$ cat src/rtl/cdc_pkg.sv
// Shared definitions for the pulse-bridge arbiter: FSM encoding and default sizes.
package cdc_pkg;

    // Arbiter FSM encoding, kept as plain 2-bit constants for legacy compatibility
    localparam logic [1:0] IDLE      = 2'd0;
    localparam logic [1:0] LAUNCH    = 2'd1;
    localparam logic [1:0] WAIT_ACT  = 2'd2;
    localparam logic [1:0] WAIT_IDLE = 2'd3;

    // Default watchdog limit, in source-clock cycles spent in a wait state
    localparam int unsigned TO_CYC_DEFAULT = 1024;

    // Width of the launched-transfer counter
    localparam int unsigned XFER_CNT_W = 16;

endpackage

$ cat src/rtl/cdc_rr_pick.sv
// Combinational round-robin picker: first set request after ptr, wrapping mod NREQ.
module cdc_rr_pick #(
    parameter int unsigned NREQ = 4,
    parameter int unsigned IDW  = $clog2(NREQ)
) (
    input  logic [NREQ-1:0] req,
    input  logic [IDW-1:0]  ptr,
    output logic            any,
    output logic [IDW-1:0]  gnt_id
);

    logic [IDW-1:0] cand;

    // Scan ptr+1 .. ptr+NREQ; the requester just served is looked at last
    always_comb begin
        any    = 1'b0;
        gnt_id = '0;
        cand   = '0;
        for (int unsigned k = 1; k <= NREQ; k++) begin
            cand = IDW'((32'(ptr) + k) % NREQ);
            if (!any && req[cand]) begin
                any    = 1'b1;
                gnt_id = cand;
            end
        end
    end

endmodule

$ cat src/rtl/cdc_pulse_arb.sv
// Source-side arbiter sharing one pulse/data CDC bridge between NREQ requesters.
module cdc_pulse_arb
    import cdc_pkg::*;
#(
    parameter  int unsigned NREQ   = 4,
    parameter  int unsigned DW     = 8,
    parameter  int unsigned TO_CYC = TO_CYC_DEFAULT,
    localparam int unsigned IDW    = $clog2(NREQ)
) (
    input  logic                  s_clk,
    input  logic                  s_rst,
    input  logic [NREQ-1:0]       req_vld,
    input  logic [NREQ*DW-1:0]    req_data,
    output logic [NREQ-1:0]       req_rdy,
    output logic [IDW+DW-1:0]     br_din,
    output logic                  br_vld,
    input  logic                  br_active,
    output logic                  busy,
    output logic [IDW-1:0]        grant_id,
    output logic                  timeout_err,
    input  logic                  timeout_clr,
    output logic [XFER_CNT_W-1:0] xfer_cnt
);

    localparam int unsigned    WD_W   = $clog2(TO_CYC);
    localparam logic [WD_W-1:0] WD_MAX = WD_W'(TO_CYC - 1);

    logic [1:0]            state_q, state_d;
    logic [IDW-1:0]        rr_ptr_q, rr_ptr_d;
    logic [WD_W-1:0]       wd_q, wd_d;
    logic [NREQ-1:0]       rdy_q, rdy_d;
    logic                  vld_q, vld_d;
    logic [IDW+DW-1:0]     din_q, din_d;
    logic [IDW-1:0]        gid_q, gid_d;
    logic                  err_q, err_d;
    logic [XFER_CNT_W-1:0] cnt_q, cnt_d;

    logic                  pick_any;
    logic [IDW-1:0]        pick_id;
    logic [DW-1:0]         pick_data;
    logic                  wd_hit;

    cdc_rr_pick #(
        .NREQ (NREQ),
        .IDW  (IDW)
    ) u_pick (
        .req    (req_vld),
        .ptr    (rr_ptr_q),
        .any    (pick_any),
        .gnt_id (pick_id)
    );

    // Payload mux for the picked requester
    always_comb begin
        pick_data = '0;
        for (int unsigned i = 0; i < NREQ; i++) begin
            if (pick_id == IDW'(i)) begin
                pick_data = req_data[i*DW +: DW];
            end
        end
    end

    // Next-state: grant only from IDLE with a quiet bridge; watchdog runs in both wait states
    always_comb begin
        state_d  = state_q;
        rr_ptr_d = rr_ptr_q;
        wd_d     = wd_q;
        rdy_d    = '0;
        vld_d    = 1'b0;
        din_d    = din_q;
        gid_d    = gid_q;
        cnt_d    = cnt_q;
        wd_hit   = 1'b0;
        case (state_q)
            IDLE: begin
                if (pick_any && !br_active) begin
                    rdy_d[pick_id] = 1'b1;
                    vld_d          = 1'b1;
                    din_d          = {pick_id, pick_data};
                    gid_d          = pick_id;
                    rr_ptr_d       = pick_id;
                    cnt_d          = cnt_q + 1'b1;
                    state_d        = LAUNCH;
                end
            end
            LAUNCH: begin
                wd_d    = '0;
                state_d = WAIT_ACT;
            end
            WAIT_ACT: begin
                wd_hit = (wd_q == WD_MAX);
                if (br_active) begin
                    wd_d    = '0;
                    state_d = WAIT_IDLE;
                end else if (!wd_hit) begin
                    wd_d = wd_q + 1'b1;
                end
            end
            WAIT_IDLE: begin
                wd_hit = (wd_q == WD_MAX);
                if (!br_active) begin
                    wd_d    = '0;
                    state_d = IDLE;
                end else if (!wd_hit) begin
                    wd_d = wd_q + 1'b1;
                end
            end
            default: state_d = IDLE;
        endcase
        // A watchdog hit outranks a simultaneous clear
        if (wd_hit) begin
            err_d = 1'b1;
        end else if (timeout_clr) begin
            err_d = 1'b0;
        end else begin
            err_d = err_q;
        end
    end

    // State and output registers with synchronous reset
    always_ff @(posedge s_clk) begin
        if (s_rst) begin
            state_q  <= IDLE;
            rr_ptr_q <= IDW'(NREQ - 1);
            wd_q     <= '0;
            rdy_q    <= '0;
            vld_q    <= 1'b0;
            din_q    <= '0;
            gid_q    <= '0;
            err_q    <= 1'b0;
            cnt_q    <= '0;
        end else begin
            state_q  <= state_d;
            rr_ptr_q <= rr_ptr_d;
            wd_q     <= wd_d;
            rdy_q    <= rdy_d;
            vld_q    <= vld_d;
            din_q    <= din_d;
            gid_q    <= gid_d;
            err_q    <= err_d;
            cnt_q    <= cnt_d;
        end
    end

    assign req_rdy     = rdy_q;
    assign br_vld      = vld_q;
    assign br_din      = din_q;
    assign grant_id    = gid_q;
    assign timeout_err = err_q;
    assign xfer_cnt    = cnt_q;
    assign busy        = (state_q != IDLE);

endmodule

$ cat config.mk
export PLATFORM = sky130hd
export DESIGN_NAME = cdc_pulse_arb
export DESIGN_NICKNAME = d
export VERILOG_FILES = /design/src/rtl/cdc_pkg.sv /design/src/rtl/cdc_rr_pick.sv /design/src/rtl/cdc_pulse_arb.sv
export SDC_FILE = /design/constraint.sdc
export NUM_CORES = 1
export LEC_CHECK = 0
export ABC_AREA = 0
export BUFFER_PORTS_ARGS = -buffer_cell sky130_fd_sc_hd__buf_2
export CORE_UTILIZATION = 53
export CTS_BUF_LIST = sky130_fd_sc_hd__clkbuf_8
export DETAILED_ROUTE_END_ITERATION = 12
export GPL_TIMING_DRIVEN = 0
export PLACE_DENSITY = 0.84
export SYNTH_ARGS = -nofsm -noshare
export SYNTH_HDL_FRONTEND = slang
export SYNTH_SLANG_ARGS = --single-unit
$ cat constraint.sdc
create_clock -name s_clk -period 2.6 [get_ports s_clk]
set_input_delay 0.13 -clock s_clk [delete_from_list [all_inputs] [get_ports s_clk]]
set_output_delay 0.13 -clock s_clk [all_outputs]
set_load 0.01 [all_outputs]
# Word-level counts from Yosys, hierarchy flattened

Cells that the tools add are included.

Order comparisons: 6
$add $sub $neg: 6
Reductions and logical operators: 19
Bitwise logic cells: 2
Muxes and demuxes: 34
Equal/unequal tests: 10

Operator list:

| cell                                                                          | number |
|---|---|
| 8-bit two-way mux                                                             | 4 |
| 10-bit two-way mux                                                            | 3 |
| 10-bit one-hot mux with 3 select lines                                        | 1 |
| 16-bit by 1-bit adder with 16-bit output (second input constant)              | 1 |
| 2-bit by 3-bit less-than comparator with 1-bit output (second input constant) | 5 |
| 2-bit two-way mux                                                             | 7 |
| 1-bit two-way mux                                                             | 13 |
| 10-bit by 1-bit adder with 10-bit output (second input constant)              | 1 |
| 10-bit == test (second input constant)                                        | 1 |
| 1-bit binary-select mux with 2-bit select                                     | 4 |
| 2-bit == test (second input constant)                                         | 4 |
| 2-bit one-hot mux with 4 select lines                                         | 1 |
| 2-bit != test (second input constant)                                         | 3 |
| 1-bit logical AND                                                             | 5 |
| 2-bit by 1-bit adder with 2-bit output (second input constant)                | 2 |
| 2-bit adder (second input constant)                                           | 2 |
| 2-bit by 1-bit == test with 1-bit output (second input constant)              | 2 |
| 1-bit zero test                                                               | 4 |
| 2-bit zero test                                                               | 2 |
| 2-bit nonzero test                                                            | 2 |
| 2-bit OR reduction                                                            | 2 |
| 3-bit AND reduction                                                           | 1 |
| 3-bit nonzero test                                                            | 1 |
| 3-bit OR reduction                                                            | 1 |
| other kinds (4)                                                               | 5 |

Register bits: 48
Output and inout bits: 35

# Longest topological paths before layout

Word-level depth: 18
Mapped depth: 9
Depth with buffers taken out: 8

# Hierarchy

Synthesis repeated with hierarchy kept, for this count alone.

Cell total of the unflattened synthesis: 266
Area total of the unflattened synthesis: 2366.0 um^2

By module, submodules not included:

| module        | seq. area each (um^2) | area an instance (um^2) | times used | cells an instance |
|---|---|---|---|---|
| cdc_pulse_arb | 920.9                 | 2274.7                  | 1          | 252 |
| cdc_rr_pick   | 0.0                   | 91.3                    | 1          | 14 |

# Worst setup path before layout

OpenSTA, ideal clock, no wires.

Kind: register -> register
Start point: reg state_q[0]
End point: reg cnt_q[5], in the netlist xfer_cnt[5]
Data arrival time: 1.808 ns
Stages on the path, launching flop included: 9
Setup slack: 0.721 ns
Period minus slack after synthesis: 1.879 ns
Path buffers: 2
Library setup time: 0.071 ns
Required time: 2.529 ns
Cells stage by stage: dfxtp_1 > inv_1 > ha_1 > buf_6 > inv_4 > or4_1 > buf_6 > or3_1 > a21oi_1

Cells in the longest elaborated chain, start to end: 2

RTL lines:

| element                       | RTL line             | RTL |
|---|---|---|
| start, declared               | cdc_pulse_arb.sv:28  | `logic [1:0] state_q, state_d;` |
| start signal, assigned        | cdc_pulse_arb.sv:133 | `state_q <= state_d;` |
| 2-bit zero test               | cdc_pulse_arb.sv:74  | `case (state_q)` |
| 2-bit AND reduction (no line) | -                    |  |
| end signal, assigned          | cdc_pulse_arb.sv:141 | `cnt_q <= cnt_d;` |
| end, declared                 | cdc_pulse_arb.sv:36  | `logic [XFER_CNT_W-1:0] cnt_q, cnt_d;` |

No other way between the ends.
A chain may end at the register's enable or synchronous reset.

# Final worst setup path

Ends and elaborated chain as after synthesis.

==> results.md <==
* Initial DRC Count at 54
* Sequential fraction of the synthesis area at 39.1%
* Top-count cell post-synth: dfxtp_1
* Post-DRT Antenna Nets at 0
* Post-Synthesis Cells at ~260
* Number of synthesis warnings at 0
* Reg2reg end: xfer_cnt[5]
* Critical Path Sink Type: flop
* Total I/O pin count at 75
* Number of synthesized flops with an enable pin at 0
* Top_reg_cell synth: dfxtp_1
* CTS clk-pin slew, worst paths at 80 ps
* 1st-pass router iterations at 4
* Final cell count without fillers at 392
* CP Capture Point: xfer_cnt[5]
* Setup Crit Path Kind: flop to flop
* Die area at 4710 µm²
* Skew-Pair Late Insertion Delay at 300 ps
* Syn_nets at 308
* Vias per inst at 5.47
* Worst vdd ir at roughly 0.57 mV
* Row count at 23
* Final Slew Violations at 0
* Initial antenna violation count at 0
* Max cap viols at 0
* Met2 Use GR at ~43%
* Core Area at 4140 µm²
* Placed insts at 385
* R2R Setup Slk at 530 ps
* Final worst slack at about 530 ps
* DR DRC count at 0
* CTS tree: built
* WP data required at approximately 2800 ps
* GRT busiest layer: met2
* Total power at 2.04 mW
* Maximum clock rate at 482 MHz
* Area growth syn-to-layout at 23.0%
* Cell variety after synth at 46
* Top cells by area, synth: dfxtp_1 (39%), mux2i_1 (7.7%), nor2_1 (4.9%)
* Layout cells sized above 1 at 29.5%
* Total GRT Usage at 24.1%
* Hold_buf cts at 0
* Post-synth top area cell: dfxtp_1
* Startpoint types: flop
* Port Buffers at 73
* Clock Skew at 6.21 ps
* Antenna diodes at 0
* Starting Density at 56.8%
* Worst Hold Class: primary input to flop
* Worst-path maximum fanout at 9
* Final hold vios at 0
* Post-cts resize count at 0
* CTS Buf Count at 5
* Total vias in the final route at 2143
* RD Place Congestion at 0.836
* CTS Root Cell: clkbuf_8
* Mean post-synth cell area at 8.98 µm²
* CP arrival at 2300 ps
* Final period utilization at 79.8%
* Crit path launch: state_q[0]
* RSZ-0062 raised after global routing: no
* Sum Neg Setup Slack at 0 ps
* R2R cell count at 8
* Post-CTS setup buffers at 0
* Power per cell area at 706 nW/µm²
* Share of the synthesized area in the top cell type at 39.1%
* Met1 Resource Use GR at 27.6%
* Global-route wire length before repair at 8.50 mm
* Clock sink count at 46
* Met3 Usage GRT at 6.25%
* DPL Wire Length at 4.01 mm
* Vias in the first global route at around 2000
* GR Overflow Total at 0
* Wire per inst at ~14 µm
* H-Tree Depth at 2
* Slew headroom at 47.7%
* Measured slew at the worst slew-check pin at 772 ps
* Max clock buf depth at 2
* Final setup violation count at 0
* Final Net Count at slightly below 400
* Minimum clock period after layout at 2070 ps
* Pleak at around 1.3 nW
* Chip Height at approximately 69 µm
* Synth top cells by count: dfxtp_1 (46), nor2_1 (31), mux2i_1 (18)
* Largest net degree at the start of global routing at 14
* Pre-CTS WS at 592 ps
* Synth Register Bits at 46
* Die width at a little under 70 µm
* Async set-reset flop share out of synthesis at 0%
* Mapped Area at 2350 µm²
* Routed WL at 5.32 mm
* Status: finished, final reports clean
* RR Startpoint: state_q[0]
[where the power goes]
| group | internal, mW | switching, mW | leakage (nW) |
|---|---|---|---|
| Sequential | 0.790 | 0.0609 | 0.374 |
| Combinational | 0.296 | 0.361 | 0.852 |
| Clock | 0.307 | 0.228 | 0.0573 |
[how the worst min path moves through the flow]
stage | start | end | slack (ps) | depth (start not counted)
CTS | timeout_clr | timeout_err | 80 | 3
floorplan | timeout_clr | timeout_err | 310 | 2
finish | timeout_clr | timeout_err | 80 | 3
global route | timeout_clr | timeout_err | 110 | 3
detailed placement | timeout_clr | timeout_err | 400 | 3
global placement | timeout_clr | timeout_err | 400 | 3
[per-stage QoR]
step / util (%) / instance area, µm² / hold WS (ps)
after floorplan: - / 2350 / 308
after global placement: 67.1 / 2780 / 400
after detailed placement: 67.1 / 2780 / 398
after CTS: 69.8 / 2890 / 83.0
after global routing: 69.8 / 2890 / 111
final: 69.8 / 2890 / 83.7
[cell usage in the layout (no fill, tap or decap), types with 7 or more instances in the layout]
cell      synthesis  layout
xnor2_1           9       9
dfxtp_1          46      46
a21oi_1          10      10
nand3_1          11      11
mux2i_1          18      18
nor2_1           31      31
nand2_1          13      13
nand3b_1          8       8
buf_2             5      78
o21ai_1           7       7
o21ai_0           9       9
xor2_1            9       9
[final cells by class]
cell class              count  area, µm²
clock buffers               6       82.6
plain buffers              15       88.8
flip-flops and latches     46        921
inverters                   7       28.8
well taps                  50       62.6
repair buffers             73        365
fillers                   371       1250
multi-input cells         194       1310
clock inverters             1       30.0
[worst max-delay path, cell delays in order, from the launching register on]
cell and delay, ps:
dfxtp_1 330, inv_1 110, ha_1 170, buf_6 130, inv_4 50, or4_1 570
buf_6 180, or3_1 310, a21oi_1 150
[logic make-up after synthesis]
group	Yosys count	synth area share [%]
AOI/OAI and AO/OA	35	8.62
xor gates and xnor gates	18	6.70
adders and majority gates	6	3.19
buffers and inverters	22	5.00
DFF	46	39.1
muxes	26	11.5
and+or+nand+nor	109	25.9
[sequential cells by signal, indices dropped and copies added, names as in the netlist]
signal / flops
xfer_cnt: 16
br_din: 10
rr_ptr_q: 2
br_vld: 1
state_q: 2
wd_q: 10
timeout_err: 1
req_rdy: 4
[layer usage]
layer,up-vias,wire length [µm],part of all wire (%)
met1,1019,2350,44
met4,0,62,1.2
met5,-,0,0
met2,41,2690,51
li1,1076,-,-
met3,7,211,4.0
(Power assumes the default switching activity.)
